===== src/rtl/regfile_pkg.sv =====
// Shared types and default widths for the operand register file,
// also consumed by decode and ALU.
package regfile_pkg;

  localparam int RF_DATA_W = 32;
  localparam int RF_ADDR_W = 6;

  typedef enum logic {
    RF_IDLE  = 1'b0,
    RF_CLEAR = 1'b1
  } rf_state_e;

endpackage : regfile_pkg


===== src/rtl/regfile_mp_if.sv =====
// Register-file access bundle: one write port, NRD packed read ports,
// and the clear-sweep request/busy pair.
interface regfile_mp_if
  import regfile_pkg::*;
#(
  parameter int DATA_W = RF_DATA_W,
  parameter int ADDR_W = RF_ADDR_W,
  parameter int NRD    = 2
);

  logic                    clr_req;
  logic                    busy;
  logic                    we;
  logic [ADDR_W-1:0]       wa;
  logic [DATA_W-1:0]       wd;
  logic [NRD*ADDR_W-1:0]   ra;
  logic [NRD*DATA_W-1:0]   rd;

  modport master (
    output clr_req, we, wa, wd, ra,
    input  busy, rd
  );

  modport slave (
    input  clr_req, we, wa, wd, ra,
    output busy, rd
  );

endinterface : regfile_mp_if


===== src/rtl/regfile_clr_fsm.sv =====
// Clear-sweep sequencer: walks every address once after reset or on request,
// emitting a zero-write strobe and holding busy for the whole sweep.
module regfile_clr_fsm
  import regfile_pkg::*;
#(
  parameter int ADDR_W = RF_ADDR_W
) (
  input  logic              clk,
  input  logic              rst_n,
  input  logic              clr_req_i,
  output logic              busy_o,
  output logic              clr_we_o,
  output logic [ADDR_W-1:0] clr_addr_o
);

  // One extra bit keeps the terminal compare clear of wrap-around.
  localparam logic [ADDR_W:0] CLR_LAST = {1'b0, {ADDR_W{1'b1}}};
  localparam logic [ADDR_W:0] CLR_STEP = {{ADDR_W{1'b0}}, 1'b1};

  rf_state_e         state_q;
  logic [ADDR_W:0]   clr_addr_q;
  logic              busy_q;

  always_ff @(posedge clk or negedge rst_n) begin
    if (!rst_n) begin
      state_q    <= RF_CLEAR;
      clr_addr_q <= '0;
      busy_q     <= 1'b1;
    end else begin
      case (state_q)
        RF_CLEAR: begin
          if (clr_addr_q == CLR_LAST) begin
            state_q    <= RF_IDLE;
            clr_addr_q <= '0;
            busy_q     <= 1'b0;
          end else begin
            clr_addr_q <= clr_addr_q + CLR_STEP;
          end
        end
        RF_IDLE: begin
          if (clr_req_i) begin
            state_q    <= RF_CLEAR;
            clr_addr_q <= '0;
            busy_q     <= 1'b1;
          end
        end
        default: begin
          state_q    <= RF_CLEAR;
          clr_addr_q <= '0;
          busy_q     <= 1'b1;
        end
      endcase
    end
  end

  assign busy_o     = busy_q;
  assign clr_we_o   = (state_q == RF_CLEAR);
  assign clr_addr_o = clr_addr_q[ADDR_W-1:0];

endmodule : regfile_clr_fsm


===== src/rtl/regfile_mp.sv =====
// Multi-read-port register file with same-cycle write bypass, optional
// hard-wired zero register and a sequential clear sweep (array has no reset).
module regfile_mp
  import regfile_pkg::*;
#(
  parameter int DATA_W   = RF_DATA_W,
  parameter int ADDR_W   = RF_ADDR_W,
  parameter int NRD      = 2,
  parameter bit ZERO_REG = 1'b1
) (
  input  logic         clk,
  input  logic         rst_n,
  regfile_mp_if.slave  bus
);

  localparam int DEPTH = 1 << ADDR_W;

  logic              busy;
  logic              clr_we;
  logic [ADDR_W-1:0] clr_addr;
  logic              ext_we;

  logic [DATA_W-1:0] mem_q [DEPTH];
  logic [NRD-1:0][DATA_W-1:0] rd_arr;

  regfile_clr_fsm #(
    .ADDR_W (ADDR_W)
  ) u_clr_fsm (
    .clk        (clk),
    .rst_n      (rst_n),
    .clr_req_i  (bus.clr_req),
    .busy_o     (busy),
    .clr_we_o   (clr_we),
    .clr_addr_o (clr_addr)
  );

  assign bus.busy = busy;

  // Qualified external write: also drives the bypass, so a discarded
  // zero-register write never forwards.
  assign ext_we = bus.we && !busy && !(ZERO_REG && (bus.wa == '0));

  always_ff @(posedge clk) begin
    if (clr_we) begin
      mem_q[clr_addr] <= '0;
    end else if (ext_we) begin
      mem_q[bus.wa] <= bus.wd;
    end
  end

  genvar gi;
  generate
    for (gi = 0; gi < NRD; gi++) begin : g_rd
      logic [ADDR_W-1:0] ra_w;
      logic [DATA_W-1:0] rd_w;

      assign ra_w = bus.ra[gi*ADDR_W +: ADDR_W];

      always_comb begin
        rd_w = mem_q[ra_w];
        if (busy) begin
          rd_w = '0;
        end else if (ZERO_REG && (ra_w == '0)) begin
          rd_w = '0;
        end else if (ext_we && (bus.wa == ra_w)) begin
          rd_w = bus.wd;
        end
      end

      assign rd_arr[gi] = rd_w;
    end
  endgenerate

  assign bus.rd = rd_arr;

endmodule : regfile_mp


===== src/flat_wrapper.sv =====
// flat-port wrapper written by rule: the top's interface ports become plain ports
module regfile_mp_flat import regfile_pkg::*;
#(
  parameter int DATA_W   = RF_DATA_W,
  parameter int ADDR_W   = RF_ADDR_W,
  parameter int NRD      = 2,
  parameter bit ZERO_REG = 1'b1
)
  (clk, rst_n, bus_clr_req, bus_we, bus_wa, bus_wd, bus_ra, bus_busy, bus_rd);
  regfile_mp_if #(.DATA_W(DATA_W), .ADDR_W(ADDR_W), .NRD(NRD)) bus_i ();
  input  logic clk;
  input  logic rst_n;
  input wire logic [$bits(bus_i.clr_req)-1:0] bus_clr_req;
  input wire logic [$bits(bus_i.we)-1:0] bus_we;
  input wire logic [$bits(bus_i.wa)-1:0] bus_wa;
  input wire logic [$bits(bus_i.wd)-1:0] bus_wd;
  input wire logic [$bits(bus_i.ra)-1:0] bus_ra;
  output wire logic [$bits(bus_i.busy)-1:0] bus_busy;
  output wire logic [$bits(bus_i.rd)-1:0] bus_rd;
  assign bus_i.clr_req = bus_clr_req;
  assign bus_i.we = bus_we;
  assign bus_i.wa = bus_wa;
  assign bus_i.wd = bus_wd;
  assign bus_i.ra = bus_ra;
  assign bus_busy = bus_i.busy;
  assign bus_rd = bus_i.rd;
  regfile_mp #(.DATA_W(DATA_W), .ADDR_W(ADDR_W), .NRD(NRD), .ZERO_REG(ZERO_REG)) u_core (.clk(clk), .rst_n(rst_n), .bus(bus_i));
endmodule

===== config.mk =====
export PLATFORM = sky130hd
export DESIGN_NAME = regfile_mp_flat
export DESIGN_NICKNAME = d
export VERILOG_FILES = /design/src/rtl/regfile_pkg.sv /design/src/rtl/regfile_mp_if.sv /design/src/rtl/regfile_clr_fsm.sv /design/src/rtl/regfile_mp.sv /design/src/flat_wrapper.sv
export SDC_FILE = /design/constraint.sdc
export NUM_CORES = 2
export LEC_CHECK = 0
export BUFFER_PORTS_ARGS = -buffer_cell sky130_fd_sc_hd__buf_2
export CORE_AREA = 2 2 549 442
export CTS_CLUSTER_DIAMETER = 100
export DETAILED_ROUTE_END_ITERATION = 16
export DIE_AREA = 0 0 551 444
export MAX_ROUTING_LAYER = met4
export PLACE_DENSITY = 0.58
export SLEW_MARGIN = 10
export SYNTH_ARGS = -nofsm -noshare
export SYNTH_HDL_FRONTEND = slang
export SYNTH_HIERARCHICAL = 1
export SYNTH_SLANG_ARGS = --single-unit

===== constraint.sdc =====
create_clock -name clk -period 12.3 [get_ports clk]
set_clock_uncertainty 0.2 [all_clocks]
set_input_delay 1.23 -clock clk [delete_from_list [all_inputs] [get_ports clk]]
set_output_delay 1.23 -clock clk [all_outputs]
set_load 0.02 [all_outputs]

Yosys cells after proc, flatten, opt, wreduce, memory -nomap -nowiden

Memories as Yosys holds them, arrays and structs flattened.
Index checks and enable logic that the tools add are counted.

Register bits: 9
Input bits: 54
Memories: 1
RAM bits: 2048
Output and inout bits: 65

Memories:

| name         | depth | width | rd ports | clocked after Yosys merged registers in | wr ports | RTL line         | RTL |
|---|---|---|---|---|---|---|---|
| u_core.mem_q | 64    | 32    | 2        | 0                                       | 1        | regfile_mp.sv:23 | `logic [DATA_W-1:0] mem_q [DEPTH];` |

Equal/unequal tests: 5
Reductions and logical operators: 11
Multiplexer cells: 23
Bitwise gates (word level): 1
$add $sub $neg: 1

Operator list:

| kind                  | count |
|---|---|
| $mux W32              | 7 |
| $reduce_or A32 Y1     | 1 |
| $logic_not A6 Y1      | 3 |
| $mux W7               | 2 |
| $pmux W7 S2           | 1 |
| $eq A6 B6 Y1          | 2 |
| $mux W1               | 10 |
| $add A7 B1 Y7 const B | 1 |
| $eq A7 B6 Y1 const B  | 1 |
| $mux W6               | 1 |
| $logic_and A1 B1 Y1   | 4 |
| $pmux W1 S2           | 2 |
| $logic_not A1 Y1      | 2 |
| $ne A2 B1 Y1 const B  | 1 |
| $ne A2 B2 Y1 const B  | 1 |
| $reduce_and A2 Y1     | 1 |
| $not A1 Y1            | 1 |

Logic depth before layout (Yosys ltp)

Depth after elaboration: 8
Mapped depth: 12

Hierarchy

The synthesis kept the hierarchy.

By module, submodules not included:

| module          | area each (µm²) | times used | cells each |
|---|---|---|---|
| regfile_mp      | 94760.9         | 1          | 4769 |
| regfile_clr_fsm | 486.7           | 1          | 51 |

Least setup slack after synthesis

OpenSTA, ideal clock, no wires.

Kind: input -> register
From: input bus_wa[2]
To: memory u_core/mem_q[0][1] (netlist bit) (data pin)
Library setup time: 0.681 ns
Arrival time: 4.392 ns
Path slack: 7.026 ns
Cell stages on the path: 4
Buffers on the path: 1
Cells stage by stage: clkbuf_1 > nor4_2 > a211o_1 > nor3_1

Cells in the longest elaborated chain, start to end: 8

RTL lines:

| what                          | RTL line           | RTL |
|---|---|---|
| start, declared               | flat_wrapper.sv:15 | `input wire logic [$bits(bus_i.wa)-1:0] bus_wa;` |
| $logic_not A6 Y1              | regfile_mp.sv:41   | `assign ext_we = bus.we && !busy && !(ZERO_REG && (bus.wa == '0));` |
| $logic_not A1 Y1              | regfile_mp.sv:41   |  |
| $logic_and A1 B1 Y1           | regfile_mp.sv:41   |  |
| $mux W1                       | regfile_mp.sv:46   | `end else if (ext_we) begin` |
| $mux W1                       | regfile_mp.sv:44   | `if (clr_we) begin` |
| $mux W1 (not written as such) | regfile_mp.sv:47   | `mem_q[bus.wa] <= bus.wd;` |
| $reduce_or A32 Y1 (no line)   | --                 |  |
| $mux W32 (no line)            | --                 |  |
| end, declared                 | regfile_mp.sv:23   |  |

No other way between the ends.

Worst setup path in the final report

From: input bus_ra[9]
To: output bus_rd[55]

Cells in the longest elaborated chain, start to end: 5
Elaborated cells between the ends (all ways): 7
Those cells by class: 1 x eq/ne; 3 x mux; 2 x reduce/logical; 1 x memory

RTL lines:

| what                                                    | RTL line           | RTL |
|---|---|---|
| start, declared                                         | flat_wrapper.sv:17 | `input wire logic [$bits(bus_i.ra)-1:0] bus_ra;` |
| branches (longest 3 deep; another with $mem_v2 Z64 W32) | --                 |  |
| $mux W32 *                                              | regfile_mp.sv:63   | `end else if (ZERO_REG && (ra_w == '0)) begin` |
| $mux W32 *                                              | regfile_mp.sv:61   | `if (busy) begin` |
| end, declared                                           | flat_wrapper.sv:19 | `output wire logic [$bits(bus_i.rd)-1:0] bus_rd;` |

Mark *: on every way between the ends.

==> impl_metrics.env <==
export IMPL_grt_busiest_layer="met2"
export IMPL_synth_flop_cell="edfxtp_1"
export IMPL_synth_top_cell_by_area="edfxtp_1"
export IMPL_fmaxAchievable_mhz=136
export IMPL_cts_max_level=4
export IMPL_dieArea_mm2=0.245
export IMPL_fin_nets=4983
export IMPL_cts_made_buffers=204
export IMPL_design_area_mm2=0.106
export IMPL_syn_cell_area_mm2=0.0952
export IMPL_nFillCells=20300
export IMPL_synth_top_area_share_pct=64.6
export IMPL_wire_per_inst_um=42.2
export IMPL_pin_count=119
export IMPL_coreArea_mm2=0.239
export IMPL_ff2ff_path_depth=6
export IMPL_dp_hpwl_mm=194
export IMPL_drt_iter0_markers=10100
export IMPL_startpoint="bus_ra[9]"
export IMPL_vias_per_cell=6.94
export IMPL_cp_common_cell="buf_4"
export IMPL_ir_worst_vdd_mv=0.118
export IMPL_cp_max_fo=44
export IMPL_grt_pass1_vias=55100
export IMPL_power_total_w=0.0167
export IMPL_synth_edf_count=2048
export IMPL_synth_top_cells_by_area="edfxtp_1 (65%), mux4_2 (23%), a22oi_1 (2.8%)"
export IMPL_slew_headroom_pct=6.18
export IMPL_ctsHoldBuffers=0
export IMPL_clockRootBuffer="clkbuf_16"
export IMPL_grt_first_pass_wirelength_mm=473
export IMPL_synth_cell_types=64
export IMPL_die_h_um=444
export IMPL_grt_use_met3_pct=8.95
export IMPL_post_route_min_period_ps=7350
export IMPL_worstPathRequired_ps=10870
export IMPL_wirelength_mm=349
export IMPL_p_per_area_mw_per_mm2=157
export IMPL_r2r_end="u_core/mem_q[1][26]"
export IMPL_setup_ws_ps=4950
export IMPL_grt_max_degree=134
export IMPL_syn_inst=4820
export IMPL_antenna_found_initial=15
export IMPL_crit_slowest_cell="buf_4"
export IMPL_post_cts_buffers=0
export IMPL_path_class="in2out"
export IMPL_min_path_type="in2async"
export IMPL_synthArstFlopShare_pct=0.438
export IMPL_reg2reg_from="u_core/u_clr_fsm/busy_o"
export IMPL_cp_cell_sequence="buf_2, buf_4, buf_4, and2_4, buf_4, buf_4, a22oi_1, a21oi_1, nor4_1, o21ai_0, buf_2"
export IMPL_dpl_cell_area_mm2=0.100
export IMPL_initial_core_util_pct=39.8
export IMPL_avgSynthCellArea_um2=19.8
export IMPL_dr_total_vias=57300
export IMPL_synth_seq_area_share_pct=64.8
export IMPL_synth_warnings=6
export IMPL_slew_viol_final=0
export IMPL_tritoncts="yes"
export IMPL_setup_viol=0
export IMPL_post_route_period_util_pct=59.8
export IMPL_drtAntennaViolNets=0
export IMPL_clock_path_buffers=4
export IMPL_status="completed"
export IMPL_slowest_delay_ps=800
export IMPL_drc_errors=0
export IMPL_area_growth_pct=11.5
export IMPL_ys_ff_latch=2057
export IMPL_grt_remaining_overflow=0
export IMPL_place_gp_congestion=0.868
export IMPL_drt_pass1_iter_count=6
export IMPL_finalSetupTns_ps=0
export IMPL_use_met2_pct=40.9
export IMPL_path_clk_slew_ps=60
export IMPL_final_hold_viol_count=0
export IMPL_rsz0062_at_grt="no"
export IMPL_critPathLaunchType="input pin"
export IMPL_die_w_um=551
export IMPL_drive_above_1_share_pct=33.5
export IMPL_tightest_slew_ps=1410
export IMPL_clock_latency_ps=830
export IMPL_r2r_slack_ps=6720
export IMPL_dp_slack_ps=5000
export IMPL_rows=161
export IMPL_maxCapViolCount=0
export IMPL_cts_sinks=2057
export IMPL_power_leakage_nw=34.3
export IMPL_synth_nets=4875
export IMPL_grtUsageMet1_pct=40.6
export IMPL_worstSetupEndpointType="primary output"
export IMPL_arrival_ps=5920
export IMPL_grt_use_total_pct=29.1
export IMPL_cts_resized=0
export IMPL_io_buffers=118
-- layout by cell type, fill, tap and decap left out, drive strengths merged, types with 17 or more instances in the layout --
cell type,netlist,final
a211oi,17,17
a21oi,192,192
a22oi,361,361
and2,37,37
buf,244,298
clkbuf,152,248
clkinv,0,83
edfxtp,2048,2048
mux2,31,31
mux2i,193,193
mux4,989,989
nand2,121,121
nand3,20,20
nor2,96,96
nor3,20,20
nor4,45,45
o21ai,71,71
o22ai,26,26
-- report_power, final --
group	internal, W	switching (W)
logic	0.000743	0.00174
registers	0.00805	0.000162
clock network	0.00330	0.00270
total	0.0121	0.00460
-- kinds of logic (layout without fill, tap and decap cells) --
kind of cell / Yosys count / count (layout) / share of synthesized area, %
flops: 2057 / 2057 / 64.8
mux: 1213 / 1213 / 25.8
compound gates: 742 / 742 / 5.19
buf+inv: 406 / 659 / 2.12
simple gates: 389 / 389 / 1.98
xor+xnor: 12 / 12 / 0.110
fa+ha+maj: 1 / 1 / 0.0131
other cells: 0 / 11 / 0
-- worst max-delay path by stage --
stage	to	slack [ps]	cells past startpoint
CTS	bus_rd[23]	4980	9
floorplan	u_core/mem_q[0][1]	7030	4
global route	bus_rd[23]	4770	9
finish	bus_rd[55]	4950	11
detailed placement	bus_rd[23]	5000	9
global placement	bus_rd[26]	4980	9
-- critical path, delay by kind of cell --
family	cells	cell delay, ps
buffers and inverters	6	3040
AND/OR/NAND/NOR	2	510
AO/OA/AOI/OAI	3	1010
-- cell usage after synthesis, types with 4 or more instances --
cell type	number
o31ai_1	6
a22o_1	7
dfrtp_1	7
a211oi_1	17
o221ai_1	7
or2_2	4
buf_1	43
xnor2_1	5
clkbuf_1	152
nor3_1	20
buf_2	136
nand3_1	20
buf_4	46
mux4_2	989
a221oi_1	4
nand4_1	8
nor4_1	43
a22oi_1	361
inv_1	8
edfxtp_1	2048
buf_6	16
mux2i_1	193
a21oi_1	192
a311oi_1	4
nor2_1	96
o32ai_1	6
o211ai_1	10
and2_1	37
a2111oi_0	5
o22ai_1	26
mux2_2	31
nor2b_1	14
a31oi_1	7
nand2_1	121
o21ai_0	69
xor2_1	7
nand2b_1	16
-- state kept, by name, summed over array words and instances, names as in the netlist --
name,cells
u_core/u_clr_fsm/busy_o,1
u_core/u_clr_fsm/clr_we_o,1
u_core/u_clr_fsm/clr_addr_q,7
u_core/mem_q,2048
-- final cells by class --
cell class,count,area (µm²),area share [%]
sequential,2057,61700,58.1
timing repair buffer,298,2190,2.06
clock buffer,248,5360,5.04
inverter,10,37.5,0.0353
multi-input combinational,2357,32100,30.3
tap,3178,3980,3.74
clock inverter,103,767,0.722
antenna,11,27.5,0.0259
-- routing by layer --
layer | vias to the layer above | share of wire [%]
met5 | - | 0
met4 | 0 | 3.5
met3 | 668 | 14
met2 | 4616 | 44
met1 | 30800 | 38
li1 | 21300 | -
-- stage by stage --
step	utilization, %	hold WS (ps)	cells
final	44.4	51.3	8262
after global routing	44.4	53.4	8256
after CTS	44.4	13.7	8251
after detailed placement	41.8	271	7900
after global placement	41.8	262	7900
after floorplan	-	249	4820
No activity file was read; power rests on OpenSTA's default activity.
